--- src/rtl/wb_writeback_if.sv ---
// MEM->WB handshake plus register-file write port of the writeback stage.
// The master modport is the MEM/regfile side; the slave modport is the WB unit.
interface wb_writeback_if #(
    parameter int DATA_W = 32,
    parameter int ADDR_W = 5,
    parameter int CNT_W  = 16
);
    logic              in_valid;
    logic              in_ready;
    logic              in_reg_write;
    logic              in_reg_dst;
    logic              in_mem_to_reg;
    logic              in_link;
    logic [ADDR_W-1:0] in_rt;
    logic [ADDR_W-1:0] in_rd;
    logic [DATA_W-1:0] in_alu_result;
    logic [DATA_W-1:0] in_mem_data;
    logic [DATA_W-1:0] in_pc_plus4;
    logic              hold;
    logic [ADDR_W-1:0] write_reg;
    logic [DATA_W-1:0] write_data;
    logic              reg_write;
    logic              wb_valid;
    logic [CNT_W-1:0]  retired_count;

    modport master (
        output in_valid, in_reg_write, in_reg_dst, in_mem_to_reg, in_link,
               in_rt, in_rd, in_alu_result, in_mem_data, in_pc_plus4, hold,
        input  in_ready, write_reg, write_data, reg_write, wb_valid, retired_count
    );

    modport slave (
        input  in_valid, in_reg_write, in_reg_dst, in_mem_to_reg, in_link,
               in_rt, in_rd, in_alu_result, in_mem_data, in_pc_plus4, hold,
        output in_ready, write_reg, write_data, reg_write, wb_valid, retired_count
    );
endinterface

--- src/rtl/wb_writeback_unit.sv ---
// MIPS writeback stage: MEM/WB pipeline register, destination/data selection
// and the register-file write port with hold support and a retired counter.
module wb_writeback_unit #(
    parameter int DATA_W   = 32,
    parameter int ADDR_W   = 5,
    parameter int CNT_W    = 16,
    parameter int LINK_REG = 31
) (
    input  logic          clk,
    input  logic          rst,
    wb_writeback_if.slave bus
);
    localparam logic [ADDR_W-1:0] LINK_IDX    = ADDR_W'(LINK_REG);
    localparam logic [DATA_W-1:0] LINK_OFFSET = DATA_W'(4);
    localparam logic [ADDR_W-1:0] ZERO_IDX    = {ADDR_W{1'b0}};
    localparam logic [CNT_W-1:0]  CNT_ONE     = {{(CNT_W-1){1'b0}}, 1'b1};

    logic              valid_r;
    logic              we_r;
    logic [ADDR_W-1:0] dest_r;
    logic [DATA_W-1:0] data_r;
    logic [CNT_W-1:0]  count_r;

    logic              ready_s;
    logic              accept_s;
    logic              commit_s;
    logic              we_s;
    logic [ADDR_W-1:0] dest_s;
    logic [DATA_W-1:0] data_s;

    // Handshake and decode of the incoming MEM instruction
    always_comb begin
        commit_s = valid_r && !bus.hold;
        ready_s  = !valid_r || !bus.hold;
        accept_s = bus.in_valid && ready_s;
        we_s     = bus.in_reg_write | bus.in_link;
        dest_s   = ZERO_IDX;
        data_s   = {DATA_W{1'b0}};
        if (bus.in_link) begin
            // Link address is the return point past the delay slot
            dest_s = LINK_IDX;
            data_s = bus.in_pc_plus4 + LINK_OFFSET;
        end else begin
            dest_s = bus.in_reg_dst    ? bus.in_rd       : bus.in_rt;
            data_s = bus.in_mem_to_reg ? bus.in_mem_data : bus.in_alu_result;
        end
    end

    // MEM/WB register and retired-instruction counter
    always_ff @(posedge clk or posedge rst) begin
        if (rst) begin
            valid_r <= 1'b0;
            we_r    <= 1'b0;
            dest_r  <= ZERO_IDX;
            data_r  <= {DATA_W{1'b0}};
            count_r <= {CNT_W{1'b0}};
        end else begin
            if (accept_s) begin
                valid_r <= 1'b1;
                we_r    <= we_s;
                dest_r  <= dest_s;
                data_r  <= data_s;
            end else if (commit_s) begin
                // write_reg/write_data keep the last committed values
                valid_r <= 1'b0;
            end else begin
                valid_r <= valid_r;
            end
            if (commit_s) begin
                count_r <= count_r + CNT_ONE;
            end else begin
                count_r <= count_r;
            end
        end
    end

    assign bus.in_ready      = ready_s;
    assign bus.write_reg     = dest_r;
    assign bus.write_data    = data_r;
    assign bus.wb_valid      = valid_r;
    assign bus.retired_count = count_r;
    // Writes to $zero retire but never reach the register file
    assign bus.reg_write     = commit_s && we_r && (dest_r != ZERO_IDX);
endmodule

--- src/flat_wrapper.sv ---
// flat-port wrapper written by rule: the top's interface ports become plain ports
module wb_writeback_unit_flat 
#(
    parameter int DATA_W   = 32,
    parameter int ADDR_W   = 5,
    parameter int CNT_W    = 16,
    parameter int LINK_REG = 31
)
  (clk, rst, bus_in_valid, bus_in_reg_write, bus_in_reg_dst, bus_in_mem_to_reg, bus_in_link, bus_in_rt, bus_in_rd, bus_in_alu_result, bus_in_mem_data, bus_in_pc_plus4, bus_hold, bus_in_ready, bus_write_reg, bus_write_data, bus_reg_write, bus_wb_valid, bus_retired_count);
  wb_writeback_if #(.DATA_W(DATA_W), .ADDR_W(ADDR_W), .CNT_W(CNT_W)) bus_i ();
  input  logic clk;
  input  logic rst;
  input wire logic [$bits(bus_i.in_valid)-1:0] bus_in_valid;
  input wire logic [$bits(bus_i.in_reg_write)-1:0] bus_in_reg_write;
  input wire logic [$bits(bus_i.in_reg_dst)-1:0] bus_in_reg_dst;
  input wire logic [$bits(bus_i.in_mem_to_reg)-1:0] bus_in_mem_to_reg;
  input wire logic [$bits(bus_i.in_link)-1:0] bus_in_link;
  input wire logic [$bits(bus_i.in_rt)-1:0] bus_in_rt;
  input wire logic [$bits(bus_i.in_rd)-1:0] bus_in_rd;
  input wire logic [$bits(bus_i.in_alu_result)-1:0] bus_in_alu_result;
  input wire logic [$bits(bus_i.in_mem_data)-1:0] bus_in_mem_data;
  input wire logic [$bits(bus_i.in_pc_plus4)-1:0] bus_in_pc_plus4;
  input wire logic [$bits(bus_i.hold)-1:0] bus_hold;
  output wire logic [$bits(bus_i.in_ready)-1:0] bus_in_ready;
  output wire logic [$bits(bus_i.write_reg)-1:0] bus_write_reg;
  output wire logic [$bits(bus_i.write_data)-1:0] bus_write_data;
  output wire logic [$bits(bus_i.reg_write)-1:0] bus_reg_write;
  output wire logic [$bits(bus_i.wb_valid)-1:0] bus_wb_valid;
  output wire logic [$bits(bus_i.retired_count)-1:0] bus_retired_count;
  assign bus_i.in_valid = bus_in_valid;
  assign bus_i.in_reg_write = bus_in_reg_write;
  assign bus_i.in_reg_dst = bus_in_reg_dst;
  assign bus_i.in_mem_to_reg = bus_in_mem_to_reg;
  assign bus_i.in_link = bus_in_link;
  assign bus_i.in_rt = bus_in_rt;
  assign bus_i.in_rd = bus_in_rd;
  assign bus_i.in_alu_result = bus_in_alu_result;
  assign bus_i.in_mem_data = bus_in_mem_data;
  assign bus_i.in_pc_plus4 = bus_in_pc_plus4;
  assign bus_i.hold = bus_hold;
  assign bus_in_ready = bus_i.in_ready;
  assign bus_write_reg = bus_i.write_reg;
  assign bus_write_data = bus_i.write_data;
  assign bus_reg_write = bus_i.reg_write;
  assign bus_wb_valid = bus_i.wb_valid;
  assign bus_retired_count = bus_i.retired_count;
  wb_writeback_unit #(.DATA_W(DATA_W), .ADDR_W(ADDR_W), .CNT_W(CNT_W), .LINK_REG(LINK_REG)) u_core (.clk(clk), .rst(rst), .bus(bus_i));
endmodule
--- config.mk ---
export PLATFORM = sky130hd
export DESIGN_NAME = wb_writeback_unit_flat
export DESIGN_NICKNAME = d
export VERILOG_FILES = /design/src/rtl/wb_writeback_if.sv /design/src/rtl/wb_writeback_unit.sv /design/src/flat_wrapper.sv
export SDC_FILE = /design/constraint.sdc
export NUM_CORES = 1
export LEC_CHECK = 0
export ABC_AREA = 1
export BUFFER_PORTS_ARGS = -buffer_cell sky130_fd_sc_hd__buf_2
export CORE_ASPECT_RATIO = 1.2
export CORE_UTILIZATION = 40
export CTS_CLUSTER_SIZE = 24
export DETAILED_ROUTE_END_ITERATION = 6
export PLACE_DENSITY = 0.74
export REMOVE_ABC_BUFFERS = 1
export SLEW_MARGIN = 20
export SYNTH_ARGS = -nofsm -noshare
export SYNTH_HDL_FRONTEND = slang
export SYNTH_SLANG_ARGS = --single-unit
--- constraint.sdc ---
create_clock -name clk -period 1.93 [get_ports clk]
set_clock_uncertainty 0.1 [all_clocks]
set_input_delay 0.193 -clock clk [delete_from_list [all_inputs] [get_ports clk]]
set_output_delay 0.193 -clock clk [all_outputs]
set_load 0.05 [all_outputs]
-- Word-level counts from Yosys, hierarchy flattened
Index checks and enable logic that the tools add are counted.
Widths: inputs -> output; s select.
- add/subtract/negate cells: 2
- mux-type cells: 6
- bitwise operators: 1
- reduce and logical (&&, ||, !) cells: 9
- operators with widths (operator ; count):
    $mux 32 ; 2
    $add 32x3->32 const B ; 1
    $add 16x1->16 const B ; 1
    $mux 5 ; 2
    $reduce_bool 5->1 ; 1
    $logic_and 1x1->1 ; 4
    $logic_not 1->1 ; 2
    $mux 1 ; 2
    $reduce_bool 2->1 ; 1
    $logic_or 1x1->1 ; 1
    $or 1x1->1 ; 1
- bits in registers: 55
- input bits: 114
- output and inout bits: 56

-- Logic depth before layout (Yosys ltp)
- depth in word-level cells: 4
- depth in mapped cells: 9
- gate-level depth less buffers: 9

-- Least setup slack after synthesis
No wires, ideal clock.
- kind: register to register
- start point: reg u_core.valid_r, in the netlist u_core.bus.wb_valid
- end point: reg u_core.data_r[15], in the netlist u_core.bus.write_data[15]
- library setup time: 122 ps
- arrival: 1769 ps
- path slack: -61 ps
- stages on the path, launching flop included: 7
- buffers on the path: 1
- clock period less this slack: 1991 ps
- cell sequence: dfrtp_1 > nand2_1 > nand2_1 > inv_2 > buf_2 > nor2_1 > a21oi_2
- cells in the longest elaborated chain, start to end: 3
- RTL lines (what ; RTL line ; RTL):
    start: declaration ; wb_writeback_unit.sv:18 ; logic valid_r;
    start signal: assignment ; wb_writeback_unit.sv:67 ; valid_r <= valid_r;
    $logic_not 1->1 ; wb_writeback_unit.sv:34 ; ready_s = !valid_r || !bus.hold;
    $logic_or 1x1->1 ; wb_writeback_unit.sv:34 ;
    net bus_in_ready ; flat_wrapper.sv:24 ; output wire logic [$bits(bus_i.in_ready)-1:0] bus_in_ready;
    $logic_and 1x1->1 ; wb_writeback_unit.sv:35 ; accept_s = bus.in_valid && ready_s;
    end signal: assignment ; wb_writeback_unit.sv:55 ; data_r <= {DATA_W{1'b0}};
    end signal: assignment ; wb_writeback_unit.sv:62 ; data_r <= data_s;
    end: declaration ; wb_writeback_unit.sv:21 ; logic [DATA_W-1:0] data_r;
The timed path passes the listed nets, and every way through them passes these cells.
A chain may end at the register's enable or synchronous reset.

-- Final worst setup path
- start point: reg u_core.dest_r[2], in the netlist u_core.bus.write_reg[2]
- end point: out bus_reg_write
- cells in the longest elaborated chain, start to end: 2
- RTL lines (what ; RTL line ; RTL):
    start: declaration ; wb_writeback_unit.sv:20 ; logic [ADDR_W-1:0] dest_r;
    start signal: assignment ; wb_writeback_unit.sv:61 ; dest_r <= dest_s;
    $reduce_bool 5->1 ; wb_writeback_unit.sv:83 ; assign bus.reg_write = commit_s && we_r && (dest_r != ZERO_IDX);
    $logic_and 1x1->1 ; wb_writeback_unit.sv:83 ;
    end: declaration ; flat_wrapper.sv:27 ; output wire logic [$bits(bus_i.reg_write)-1:0] bus_reg_write;
No other way between the ends.

==> summary.md <==
| Metric | Value |
|---|---|
| Status | finished clean |
| Internal power | 2.03 mW |
| Post-layout instance area | about 0.0049 mm2 |
| Async SR Flop Fraction | 1.00 |
| Worst rel slew slack | 0.716 |
| Final WL | 11000 um |
| Power per cell area | approximately 770 mW/mm2 |
| Pre-CTS setup slack | roughly 0.34 ns |
| DR iter-0 viols | 134 |
| CTS sink cnt | 55 |
| Die W | 90.7 um |
| Largest register FFs | 32 |
| Initial antenna violation count | 0 |
| Main synth FF type | dfrtp_1 |
| CTS Buf Count | 5 |
| Unrepaired setup endpoints after global routing | no |
| Total Routing Usage GR | 0.226 |
| Hold Fails Final Rpt | 0 |
| HP Class | input pin to flip-flop |
| FP Rows | 38 |
| EDFF count, synth | 0 |
| Area of the die | 0.00983 mm2 |
| Worst Hold Path EP | u_core.bus.write_reg[4] |
| Routed via count | between 4000 and 5000 |
| Synthesis-to-layout area growth | 29.2% |
| First-pass GRT wire length | 17900 um |
| Clk network pwr share | 0.181 |
| IO Pins | 170 |
| Final WS setup | 0.298 ns |
| Antenna-violating nets left | 0 |
| Max Freq | slightly above 600 MHz |
| Switching Share | 0.460 |
| Register area | 0.00138 mm2 |
| DR DRC count | 0 |
| Fillcell total | 948 |
| Final core utilization | 0.537 |
| Worst path required time | 1.64 ns |
| Syn Std Cell Area | 0.00377 mm2 |
| Final hold slack | 0.0309 ns |
| Cell Chain, Critical Path | nor3_1 -> nand2_1 -> nand3_1 -> inv_1 -> buf_2 |
| Grt ovf | 0 |
| Register share of total power | 0.398 |
| Synth unique cells | 28 |
| Post-Layout Cell Count | 860 |
| DR WL/cell | 12.7 um |
| Worst Max-Slew Pin Slew | 0.426 ns |
| Mean Syn Cell Area | approximately 6.6 um2 |
| Post-synthesis register bit count | 55 |
| Maximum fanout along the worst path | 3 |
| Crit path capture type | output pin |
| Leakage | 2.55 nW |
| Vias in the first global route | 4005 |
| Slowest CP cell | dfrtp_1 |
| DP HPWL | 8670 um |
| Sum of negative setup slack | 0 ns |
| Via/cell ratio | 4.92 |
| Min-delay src | bus_in_rd[4] |
| Post-Place Cells | 851 |
| Number of diodes | 0 |
| Syn. warnings | 0 |
| Reg2reg end | u_core.bus.retired_count[14] |
| CTS root buf | clkbuf_8 |
| CP startpoint kind | flip-flop |
| Clock Pin Slew Worst Setup and Hold Paths | 0.10 ns |
| Die height | 108 um |
| Total Power | 3.75 mW |
| Htree depth | 2 |
| Core ar. | 0.00908 mm2 |
| Placed cell areas | 0.00477 mm2 |
| Worst EP arrival | 1.34 ns |
| Buffers on Ports | 169 |
| Initial Utilization | 0.416 |
| MaxCap Viol Count | 0 |
| GPL Wtd Cong | around 0.85 |
| Clk Latency, worst-skew pair | 0.32 ns |
| Worst Hold Path Cells | 3 |
| Clock Path Buffers | 2 |
| R2R setup slack | 0.33 ns |
| Worst stage delay on the critical path | 0.41 ns |
| Combinational share of power | 0.421 |
| CP Class | flip-flop to output pin |
| Largest net degree at the start of global routing | 38 |
| Pins Over Slew Limit | 0 |
| Final setup viols | 0 |
| R2r worst-path depth | 7 |
| CTS tree | yes |
| Post-route clock period utilization | 0.845 |
| Maximum vdd drop | 358 uV |
| Instance count of the mapped netlist | 573 |
| Final net count | 855 |
| Worst R2R Start | u_core.bus.retired_count[0] |
| DRT Pass-1 Iters | 4 |
| Sw power | ~1.7 mW |
| Total area of multi-input combinational cells | 0.00212 mm2 |
| Post-synthesis sequential area ratio | 0.365 |
| Crit path time final | 1.63 ns |
| Proportion of layout cells with a drive suffix above 1 | 0.299 |
==> power groups by stage <==
stage	Sequential, mW	Clock (mW)	Combinational, mW
after floorplan	2.14	0	0.435
after global placement	1.50	0	1.57
after detailed placement	1.51	0	1.59
after CTS	1.49	0.699	1.59
after global routing	1.52	0.759	1.69
final	1.49	0.680	1.58
==> cells in the mapped netlist (all sizes together) (5+ instances only) <==
library cell  instances  area [um2]
xor2                  9        78.8
xnor2                 6        52.6
nand3                35         180
o21ai                21         105
a21oi                61         317
nand2               182         708
buf                  16        77.6
clkbuf                5        18.8
inv                  49         184
nor2                108         498
dfrtp                55        1380
a31oi                13        81.3
==> worst max-delay path, delay by kind of cell, from the launching register on <==
kind	cells	cell delay [ns]
flip-flops	1	0.41
AND/OR/NAND/NOR	3	0.38
buffers and inverters	2	0.24
==> worst max path at each step <==
stage / start / to / depth (start not counted)
global route: u_core.bus.retired_count[0] / u_core.bus.retired_count[14] / 7
finish: u_core.bus.write_reg[2] / bus_reg_write / 5
floorplan: u_core.bus.wb_valid / u_core.bus.write_data[15] / 5
global placement: u_core.bus.retired_count[0] / u_core.bus.retired_count[14] / 7
CTS: u_core.bus.write_reg[2] / bus_reg_write / 5
detailed placement: u_core.bus.retired_count[0] / u_core.bus.retired_count[14] / 7
==> layer usage <==
metal | global-route usage | vias up | wire length, um
met5 | 0 | - | 0
met4 | 0.0622 | 0 | 159
met3 | 0.0457 | 12 | 741
met2 | 0.420 | 149 | 5510
met1 | 0.262 | 1922 | 4540
li1 | - | 2147 | -
==> kinds of logic (layout without fill, tap and decap cells) <==
| logic type | Yosys count | after routing | share of synthesized area |
|---|---|---|---|
| simple gates | 334 | 334 | 0.382 |
| fa+ha+maj | 2 | 2 | 0.00663 |
| buf+inv | 70 | 237 | 0.0743 |
| xor+xnor | 15 | 15 | 0.0348 |
| compound gates | 97 | 97 | 0.137 |
| flops | 55 | 55 | 0.365 |
==> final cells by class <==
class | instances | share of cell area
timing repair buffer | 180 | 0.196
tap | 120 | 0.0308
clock buffer | 5 | 0.0141
multi-input combinational | 448 | 0.434
sequential | 55 | 0.282
inverter | 49 | 0.0377
clock inverter | 3 | 0.00513
==> cell usage in the layout, fill, tap and decap left out, types with 3 or more instances in the layout <==
cell type  Yosys  routed
inv_2          3       4
nand2_2        4       4
nor3_1         3       3
nor2_1        89      89
o21ai_0       20      20
nand2_1      176     176
a21oi_1       58      58
a31oi_1       13      13
nand3_1       34      34
inv_1         46      45
xor2_1         9       9
clkbuf_8       0       5
nor2_4         9       9
dfrtp_1       55      55
buf_4          0       8
buf_2         14     169
nor2_2        10      10
xnor2_1        6       6
a21oi_2        3       3
==> repair_timing <==
| item | CTS | global route |
|---|---|---|
| hold endpoints to repair | 55 | 0 |
| setup buffers | 0 | 0 |
| hold buffers | 1 | 0 |
| resized for setup | 0 | 0 |
Note: power is estimated with default switching activity, not from simulation.
